===== src/rtl/adder_arb_pkg.sv =====
// Shared types and constants for the round-robin adder scheduler.
package adder_arb_pkg;

  localparam int unsigned ADDER_W  = 32;
  // Widest id needed for up to 16 requesters; the top slices it down to ID_W.
  localparam int unsigned ID_MAX_W = 4;

  typedef enum logic {
    Arb,
    Locked
  } state_e;

  typedef struct packed {
    logic [ID_MAX_W-1:0] id;
    logic [ADDER_W-1:0]  sum;
    logic                carry;
  } rsp_t;

endpackage


===== src/rtl/adder_arbiter_rr_if.sv =====
// Request, shared-adder and response signals of adder_arbiter_rr.
interface adder_arbiter_rr_if #(
  parameter int unsigned NUM_REQ = 4,
  parameter int unsigned ID_W    = (NUM_REQ > 1) ? $clog2(NUM_REQ) : 1
) ();
  import adder_arb_pkg::*;

  logic [NUM_REQ-1:0]         req_valid_i;
  logic [NUM_REQ-1:0]         req_ready_o;
  logic [NUM_REQ*ADDER_W-1:0] req_op1_i;
  logic [NUM_REQ*ADDER_W-1:0] req_op2_i;
  logic [NUM_REQ-1:0]         req_carry_i;
  logic [NUM_REQ-1:0]         req_chain_i;
  logic [ADDER_W-1:0]         add_op1_o;
  logic [ADDER_W-1:0]         add_op2_o;
  logic                       add_carry_o;
  logic [ADDER_W-1:0]         add_sum_i;
  logic                       add_carry_i;
  logic                       rsp_valid_o;
  logic                       rsp_ready_i;
  logic [ID_W-1:0]            rsp_id_o;
  logic [ADDER_W-1:0]         rsp_sum_o;
  logic                       rsp_carry_o;

  modport slave (
    input  req_valid_i, req_op1_i, req_op2_i, req_carry_i, req_chain_i,
    input  add_sum_i, add_carry_i, rsp_ready_i,
    output req_ready_o, add_op1_o, add_op2_o, add_carry_o,
    output rsp_valid_o, rsp_id_o, rsp_sum_o, rsp_carry_o
  );

  modport master (
    output req_valid_i, req_op1_i, req_op2_i, req_carry_i, req_chain_i,
    output add_sum_i, add_carry_i, rsp_ready_i,
    input  req_ready_o, add_op1_o, add_op2_o, add_carry_o,
    input  rsp_valid_o, rsp_id_o, rsp_sum_o, rsp_carry_o
  );

endinterface


===== src/rtl/rr_pick.sv =====
// Combinational round-robin pick: first set request at or above ptr_i, wrapping.
module rr_pick #(
  parameter int unsigned NUM_REQ = 4,
  parameter int unsigned ID_W    = (NUM_REQ > 1) ? $clog2(NUM_REQ) : 1
) (
  input  logic [NUM_REQ-1:0] req_i,
  input  logic [ID_W-1:0]    ptr_i,
  output logic [NUM_REQ-1:0] gnt_o,
  output logic [ID_W-1:0]    idx_o,
  output logic               any_o
);

  logic [ID_W-1:0] cand;

  always_comb begin
    gnt_o = '0;
    idx_o = '0;
    any_o = 1'b0;
    cand  = '0;
    for (int i = 0; i < int'(NUM_REQ); i++) begin
      cand = ID_W'((int'(ptr_i) + i) % int'(NUM_REQ));
      if (!any_o && req_i[cand]) begin
        any_o       = 1'b1;
        idx_o       = cand;
        gnt_o[cand] = 1'b1;
      end
    end
  end

endmodule


===== src/rtl/adder_arbiter_rr.sv =====
// Round-robin scheduler sharing one external 32-bit adder among NUM_REQ requesters.
// Define ADDER_ARB_CHAIN_EN to let a requester lock the adder for chained-carry beats.
module adder_arbiter_rr
  import adder_arb_pkg::*;
#(
  parameter int unsigned NUM_REQ = 4,
  parameter int unsigned ID_W    = (NUM_REQ > 1) ? $clog2(NUM_REQ) : 1
) (
  input logic               clk_i,
  input logic               rst_ni,
  adder_arbiter_rr_if.slave bus
);

  logic [NUM_REQ-1:0] pick_gnt;
  logic [ID_W-1:0]    pick_idx;
  logic               pick_any;
  logic [ID_W-1:0]    ptr_q, ptr_d;
  logic [ID_W-1:0]    sel_idx, mux_idx;
  logic [NUM_REQ-1:0] ready;
  logic               free, acc;
  rsp_t               rsp_q;
  logic               rsp_valid_q;
  logic               unused_id;

`ifdef ADDER_ARB_CHAIN_EN
  state_e          state_q;
  logic [ID_W-1:0] owner_q;
  logic            carry_q;
`else
  logic            unused_chain;
  assign unused_chain = ^bus.req_chain_i;
`endif

  rr_pick #(
    .NUM_REQ (NUM_REQ),
    .ID_W    (ID_W)
  ) u_pick (
    .req_i (bus.req_valid_i),
    .ptr_i (ptr_q),
    .gnt_o (pick_gnt),
    .idx_o (pick_idx),
    .any_o (pick_any)
  );

  always_comb begin
    free    = !rsp_valid_q || bus.rsp_ready_i;
    ready   = '0;
    sel_idx = pick_idx;
`ifdef ADDER_ARB_CHAIN_EN
    if (state_q == Locked) begin
      sel_idx        = owner_q;
      ready[owner_q] = free && bus.req_valid_i[owner_q];
    end else if (pick_any && free) begin
      ready = pick_gnt;
    end
`else
    if (pick_any && free) ready = pick_gnt;
`endif
    acc     = |ready;
    mux_idx = acc ? sel_idx : '0;
    ptr_d   = (sel_idx == ID_W'(NUM_REQ - 1)) ? '0 : sel_idx + 1'b1;

    bus.add_op1_o = bus.req_op1_i[mux_idx*ADDER_W +: ADDER_W];
    bus.add_op2_o = bus.req_op2_i[mux_idx*ADDER_W +: ADDER_W];
`ifdef ADDER_ARB_CHAIN_EN
    // Continuation beats take the carry left by the owner's previous beat.
    bus.add_carry_o = (state_q == Locked) ? carry_q : bus.req_carry_i[mux_idx];
`else
    bus.add_carry_o = bus.req_carry_i[mux_idx];
`endif
  end

  always_ff @(posedge clk_i or negedge rst_ni) begin
    if (!rst_ni) begin
      ptr_q       <= '0;
      rsp_q       <= '0;
      rsp_valid_q <= 1'b0;
`ifdef ADDER_ARB_CHAIN_EN
      state_q     <= Arb;
      owner_q     <= '0;
      carry_q     <= 1'b0;
`endif
    end else if (acc) begin
      rsp_q.id    <= ID_MAX_W'(sel_idx);
      rsp_q.sum   <= bus.add_sum_i;
      rsp_q.carry <= bus.add_carry_i;
      rsp_valid_q <= 1'b1;
      ptr_q       <= ptr_d;
`ifdef ADDER_ARB_CHAIN_EN
      carry_q     <= bus.add_carry_i;
      owner_q     <= sel_idx;
      state_q     <= bus.req_chain_i[sel_idx] ? Locked : Arb;
`endif
    end else if (bus.rsp_ready_i) begin
      rsp_valid_q <= 1'b0;
    end
  end

  assign bus.req_ready_o = ready;
  assign bus.rsp_valid_o = rsp_valid_q;
  assign bus.rsp_id_o    = rsp_q.id[ID_W-1:0];
  assign bus.rsp_sum_o   = rsp_q.sum;
  assign bus.rsp_carry_o = rsp_q.carry;
  assign unused_id       = ^rsp_q.id;

endmodule


===== src/flat_wrapper.sv =====
// flat-port wrapper written by rule: the top's interface ports become plain ports
module adder_arbiter_rr_flat import adder_arb_pkg::*;
#(
  parameter int unsigned NUM_REQ = 4,
  parameter int unsigned ID_W    = (NUM_REQ > 1) ? $clog2(NUM_REQ) : 1
)
  (clk_i, rst_ni, bus_req_valid_i, bus_req_op1_i, bus_req_op2_i, bus_req_carry_i, bus_req_chain_i, bus_add_sum_i, bus_add_carry_i, bus_rsp_ready_i, bus_req_ready_o, bus_add_op1_o, bus_add_op2_o, bus_add_carry_o, bus_rsp_valid_o, bus_rsp_id_o, bus_rsp_sum_o, bus_rsp_carry_o);
  adder_arbiter_rr_if #(.NUM_REQ(NUM_REQ), .ID_W(ID_W)) bus_i ();
  input logic clk_i;
  input logic rst_ni;
  input wire logic [$bits(bus_i.req_valid_i)-1:0] bus_req_valid_i;
  input wire logic [$bits(bus_i.req_op1_i)-1:0] bus_req_op1_i;
  input wire logic [$bits(bus_i.req_op2_i)-1:0] bus_req_op2_i;
  input wire logic [$bits(bus_i.req_carry_i)-1:0] bus_req_carry_i;
  input wire logic [$bits(bus_i.req_chain_i)-1:0] bus_req_chain_i;
  input wire logic [$bits(bus_i.add_sum_i)-1:0] bus_add_sum_i;
  input wire logic [$bits(bus_i.add_carry_i)-1:0] bus_add_carry_i;
  input wire logic [$bits(bus_i.rsp_ready_i)-1:0] bus_rsp_ready_i;
  output wire logic [$bits(bus_i.req_ready_o)-1:0] bus_req_ready_o;
  output wire logic [$bits(bus_i.add_op1_o)-1:0] bus_add_op1_o;
  output wire logic [$bits(bus_i.add_op2_o)-1:0] bus_add_op2_o;
  output wire logic [$bits(bus_i.add_carry_o)-1:0] bus_add_carry_o;
  output wire logic [$bits(bus_i.rsp_valid_o)-1:0] bus_rsp_valid_o;
  output wire logic [$bits(bus_i.rsp_id_o)-1:0] bus_rsp_id_o;
  output wire logic [$bits(bus_i.rsp_sum_o)-1:0] bus_rsp_sum_o;
  output wire logic [$bits(bus_i.rsp_carry_o)-1:0] bus_rsp_carry_o;
  assign bus_i.req_valid_i = bus_req_valid_i;
  assign bus_i.req_op1_i = bus_req_op1_i;
  assign bus_i.req_op2_i = bus_req_op2_i;
  assign bus_i.req_carry_i = bus_req_carry_i;
  assign bus_i.req_chain_i = bus_req_chain_i;
  assign bus_i.add_sum_i = bus_add_sum_i;
  assign bus_i.add_carry_i = bus_add_carry_i;
  assign bus_i.rsp_ready_i = bus_rsp_ready_i;
  assign bus_req_ready_o = bus_i.req_ready_o;
  assign bus_add_op1_o = bus_i.add_op1_o;
  assign bus_add_op2_o = bus_i.add_op2_o;
  assign bus_add_carry_o = bus_i.add_carry_o;
  assign bus_rsp_valid_o = bus_i.rsp_valid_o;
  assign bus_rsp_id_o = bus_i.rsp_id_o;
  assign bus_rsp_sum_o = bus_i.rsp_sum_o;
  assign bus_rsp_carry_o = bus_i.rsp_carry_o;
  adder_arbiter_rr #(.NUM_REQ(NUM_REQ), .ID_W(ID_W)) u_core (.clk_i(clk_i), .rst_ni(rst_ni), .bus(bus_i));
endmodule

===== config.mk =====
export PLATFORM = sky130hd
export DESIGN_NAME = adder_arbiter_rr_flat
export DESIGN_NICKNAME = d
export VERILOG_FILES = /design/src/rtl/adder_arb_pkg.sv /design/src/rtl/adder_arbiter_rr_if.sv /design/src/rtl/rr_pick.sv /design/src/rtl/adder_arbiter_rr.sv /design/src/flat_wrapper.sv
export SDC_FILE = /design/constraint.sdc
export NUM_CORES = 1
export LEC_CHECK = 0
export CAP_MARGIN = 20
export CORE_AREA = 2 2 157 159
export DETAILED_ROUTE_END_ITERATION = 10
export DIE_AREA = 0 0 159 161
export PLACE_DENSITY = 0.49
export SYNTH_ARGS = -nofsm -noshare
export SYNTH_HDL_FRONTEND = slang
export SYNTH_SLANG_ARGS = --single-unit

===== constraint.sdc =====
create_clock -name clk_i -period 12.9 [get_ports clk_i]
set_input_delay 3.87 -clock clk_i [delete_from_list [all_inputs] [get_ports clk_i]]
set_output_delay 3.87 -clock clk_i [all_outputs]
set_load 0.03 [all_outputs]

==> run_results.csv <==
group,metric,value,unit
route,firstDrtPassIters,4,
worst_setup_path,critical_path_class,"input pin to primary output",
global_routing,grt_pass1_wl,32.66,mm
cells_and_area,area_growth,110.2,%
route,route.detailed.drc,0,
worst_setup_path,cp-end-kind,"primary output",
route,vias_per_cell,4.471,
cells_and_area,fill_cells,2459,
floorplanning,fp.dieW,159,um
timing,skew,0.004349,ns
yosys,ys_ff_latch,38,
cts,clk_latency,0.28,ns
power,switchingPower,1.529,mW
placement,place_congestion,0.8196,
power,p_comb_frac,0.872,
route,totalWireLength,21.87,mm
cells_and_area,drive_gt1_frac,0.07585,
yosys,ys_seq_area_frac,0.2329,
yosys,synth_nets,730,
yosys,ys_warn_count,0,
power,max-vdd-ir-drop,0.2357,mV
cts,root_buffer,"clkbuf_16",
worst_setup_path,cpLargestDelayFamily,"buffers and inverters",
worst_setup_path,cp_max_fo,32,
global_routing,met2_usage,0.2775,
power,clkPwrFrac,0.047,
timing,whs,0.5051,ns
timing,fin_crit_sh,0.9148,
power,p_per_area,335.8,mW/mm2
worst_setup_path,critical-path-max-stage-delay,0.89,ns
yosys,syn_inst,419,
timing,clock.fmax,84.74,MHz
timing,finalHoldViolations,0,
worst_setup_path,cp_num_buf_inv,4,
cts,post_cts_resized,0,
route,post_drt_wl_per_cell,19.60,um
timing,worst_pin_slew,0.9042,ns
cts,h-tree-depth,2,
global_routing,grt_pass1_vias,5161,
cells_and_area,fin_util,0.3581,
yosys,async_flop_share,1.000,
timing,slew_headroom,0.3972,
worst_setup_path,crit_required,9.03,ns
placement,io_buffer_count,404,
worst_setup_path,arrival,7.93,ns
floorplanning,die_h,161,um
global_routing,busiest_layer,"met2",
route,drtIter0Drc,252,
timing,worst_slack,1.099,ns
timing,drv_slew,0,
cells_and_area,nets,1101,
cts,path_clk_slew,0.06,ns
power,seqPwrFrac,0.081,
power,power,2.882,mW
timing,rsz0062_at_grt,"false",
cts,cts_tree,"built",
run_status,status,"finished clean",
global_routing,grt_max_degree,106,
route,vias,4990,
cts,hold_buffers,0,
yosys,synthDistinctLibCells,41,
yosys,ys.flop_type,"dfrtp_1",
power,switching_share,0.5305,
power,power.leakage,3.313,nW
yosys,syn_area,0.004083,mm2
global_routing,grt_usage,0.1616,
floorplanning,start_util,0.1704,
global_routing,gr-usage-met1,0.2042,
worst_setup_path,crit_slowest_cell,"clkdlybuf4s50_1",
yosys,avgSynthCellArea,9.744,um2
floorplanning,core_area,0.02396,mm2
power,p_int,1.353,mW
floorplanning,dieArea,0.02560,mm2
floorplanning,fp-row-count,57,
global_routing,antenna_found_initial,1,
route,ant_nets,0,
timing,setup_viol,0,
timing,fin_tns_setup,0,ns
floorplanning,io_pins,409,
placement,hpwl,16.48,mm
flow_run,maxCapViolCount,0,
cts,clockBufferDepth,2,
worst_setup_path,worstPathCellList,"clkdlybuf4s50_1, mux4_2, o211ai_1, a222oi_1, buf_4, buf_4, mux2i_1, o2bb2ai_1, a22o_1, clkdlybuf4s50_1",
cts,cts_setup_buffers,0,
cts,cts_buffers,5,
yosys,synth_edf_count,0,
global_routing,grt_overflow,0,
timing,min_period,11.80,ns
cts,clkSinkCount,38,
min_path,hold_path.class,"flop to flop",
worst_setup_path,cp-start-kind,"input pin",
placement,dpl_worst_slack,1.110,ns
global_routing,met3_usage,0.04263,
[cell usage in the layout (no fill, tap or decap), drive strengths merged, types with 2 or more instances in the layout]
cell type	instances
a21oi	12
a22o	67
a22oi	2
and2	2
buf	9
clkbuf	8
clkdlybuf4s50	403
dfrtp	38
ha	7
inv	8
mux2	35
mux2i	66
mux4	3
nand2	12
nand2b	4
nand3	2
nor2	6
nor2b	4
nor3	2
nor3b	2
o211ai	2
o21ai	13
o2bb2ai	65
o31ai	3
or4	2
[power by group through the flow]
stage | clock network (mW) | registers [mW] | logic [mW]
floorplan | 0 | 0.334 | 1.50
global placement | 0 | 0.230 | 2.56
detailed placement | 0 | 0.233 | 2.55
CTS | 0.141 | 0.234 | 2.55
global route | 0.146 | 0.244 | 2.66
finish | 0.136 | 0.234 | 2.51
[flip-flops by register name (all words and copies together), names as in the netlist, named ones only]
| name | cells |
|---|---|
| u_core.bus.rsp_valid_o | 1 |
| u_core.bus.rsp_sum_o | 32 |
| u_core.bus.rsp_carry_o | 1 |
| u_core.ptr_q | 1 |
| u_core.bus.rsp_id_o | 2 |
[final timing paths]
kind                                                     from                                   end  slack (ns)  cells past startpoint
setup / recovery                           bus_req_valid_i[3]                     bus_add_op1_o[24]        1.10                     10
hold / removal             u_core.bus.rsp_valid_o$_DFFE_PN0P_    u_core.bus.rsp_valid_o$_DFFE_PN0P_        0.51                      1
setup reg to reg                                         flop   u_core.bus.rsp_sum_o[7]$_DFFE_PN0N_        8.74                      9
hold reg to reg            u_core.bus.rsp_valid_o$_DFFE_PN0P_    u_core.bus.rsp_valid_o$_DFFE_PN0P_        0.51                      1
max in group asynchronous                              rst_ni  u_core.bus.rsp_sum_o[26]$_DFFE_PN0N_        8.65                      1
min in group asynchronous                              rst_ni  u_core.bus.rsp_sum_o[14]$_DFFE_PN0N_        3.70                      1
[cell usage after synthesis, types with 5 or more instances]
cell type | instances | share of area
a21oi_1 | 12 | 0.015
inv_1 | 8 | 0.0074
mux2i_1 | 66 | 0.16
a22o_1 | 67 | 0.14
ha_1 | 7 | 0.021
nor2_1 | 6 | 0.0055
mux2_2 | 35 | 0.097
o21ai_1 | 5 | 0.0061
o21ai_0 | 8 | 0.0098
dfrtp_1 | 38 | 0.23
buf_4 | 12 | 0.022
buf_2 | 20 | 0.025
clkbuf_1 | 12 | 0.011
o2bb2ai_1 | 65 | 0.14
nand2_1 | 12 | 0.011
[stage by stage]
stage / std cells / cell area, um2
2_1_floorplan: 419 / 4083
3_3_place_gp: 1107 / 8413
3_5_place_dp: 1107 / 8413
4_1_cts: 1115 / 8579
5_1_grt: 1116 / 8582
6_report: 1116 / 8582
[final cells by class]
cell class	count	area (um2)	share of cell area
Clock buffer	8	166.4	0.01939
Antenna cell	1	2.502	0.0002916
Sequential cell	38	950.9	0.1108
Inverter	8	30.03	0.003499
Multi-Input combinational cell	325	2890	0.3368
Tap cell	324	405.4	0.04724
Timing Repair Buffer	412	4136	0.4820
[cells by family after synthesis]
logic type | count (synthesis) | synth area share
buffers and inverters | 56 | 0.06865
and+or+nand+nor | 39 | 0.04995
DFF | 38 | 0.2329
AOI/OAI and AO/OA | 173 | 0.3478
adders and majority gates | 7 | 0.02145
xor gates and xnor gates | 2 | 0.004291
muxes | 104 | 0.2749
[metal layers]
metal  wire length [um]  share of wire  vias up
met2              10560           0.48      238
li1                   -              -     2410
met1               9357           0.43     2326
met3               1661          0.076       16
met5                  0              0        -
met4                288          0.013        0
Note: power is estimated with default switching activity, not from simulation.
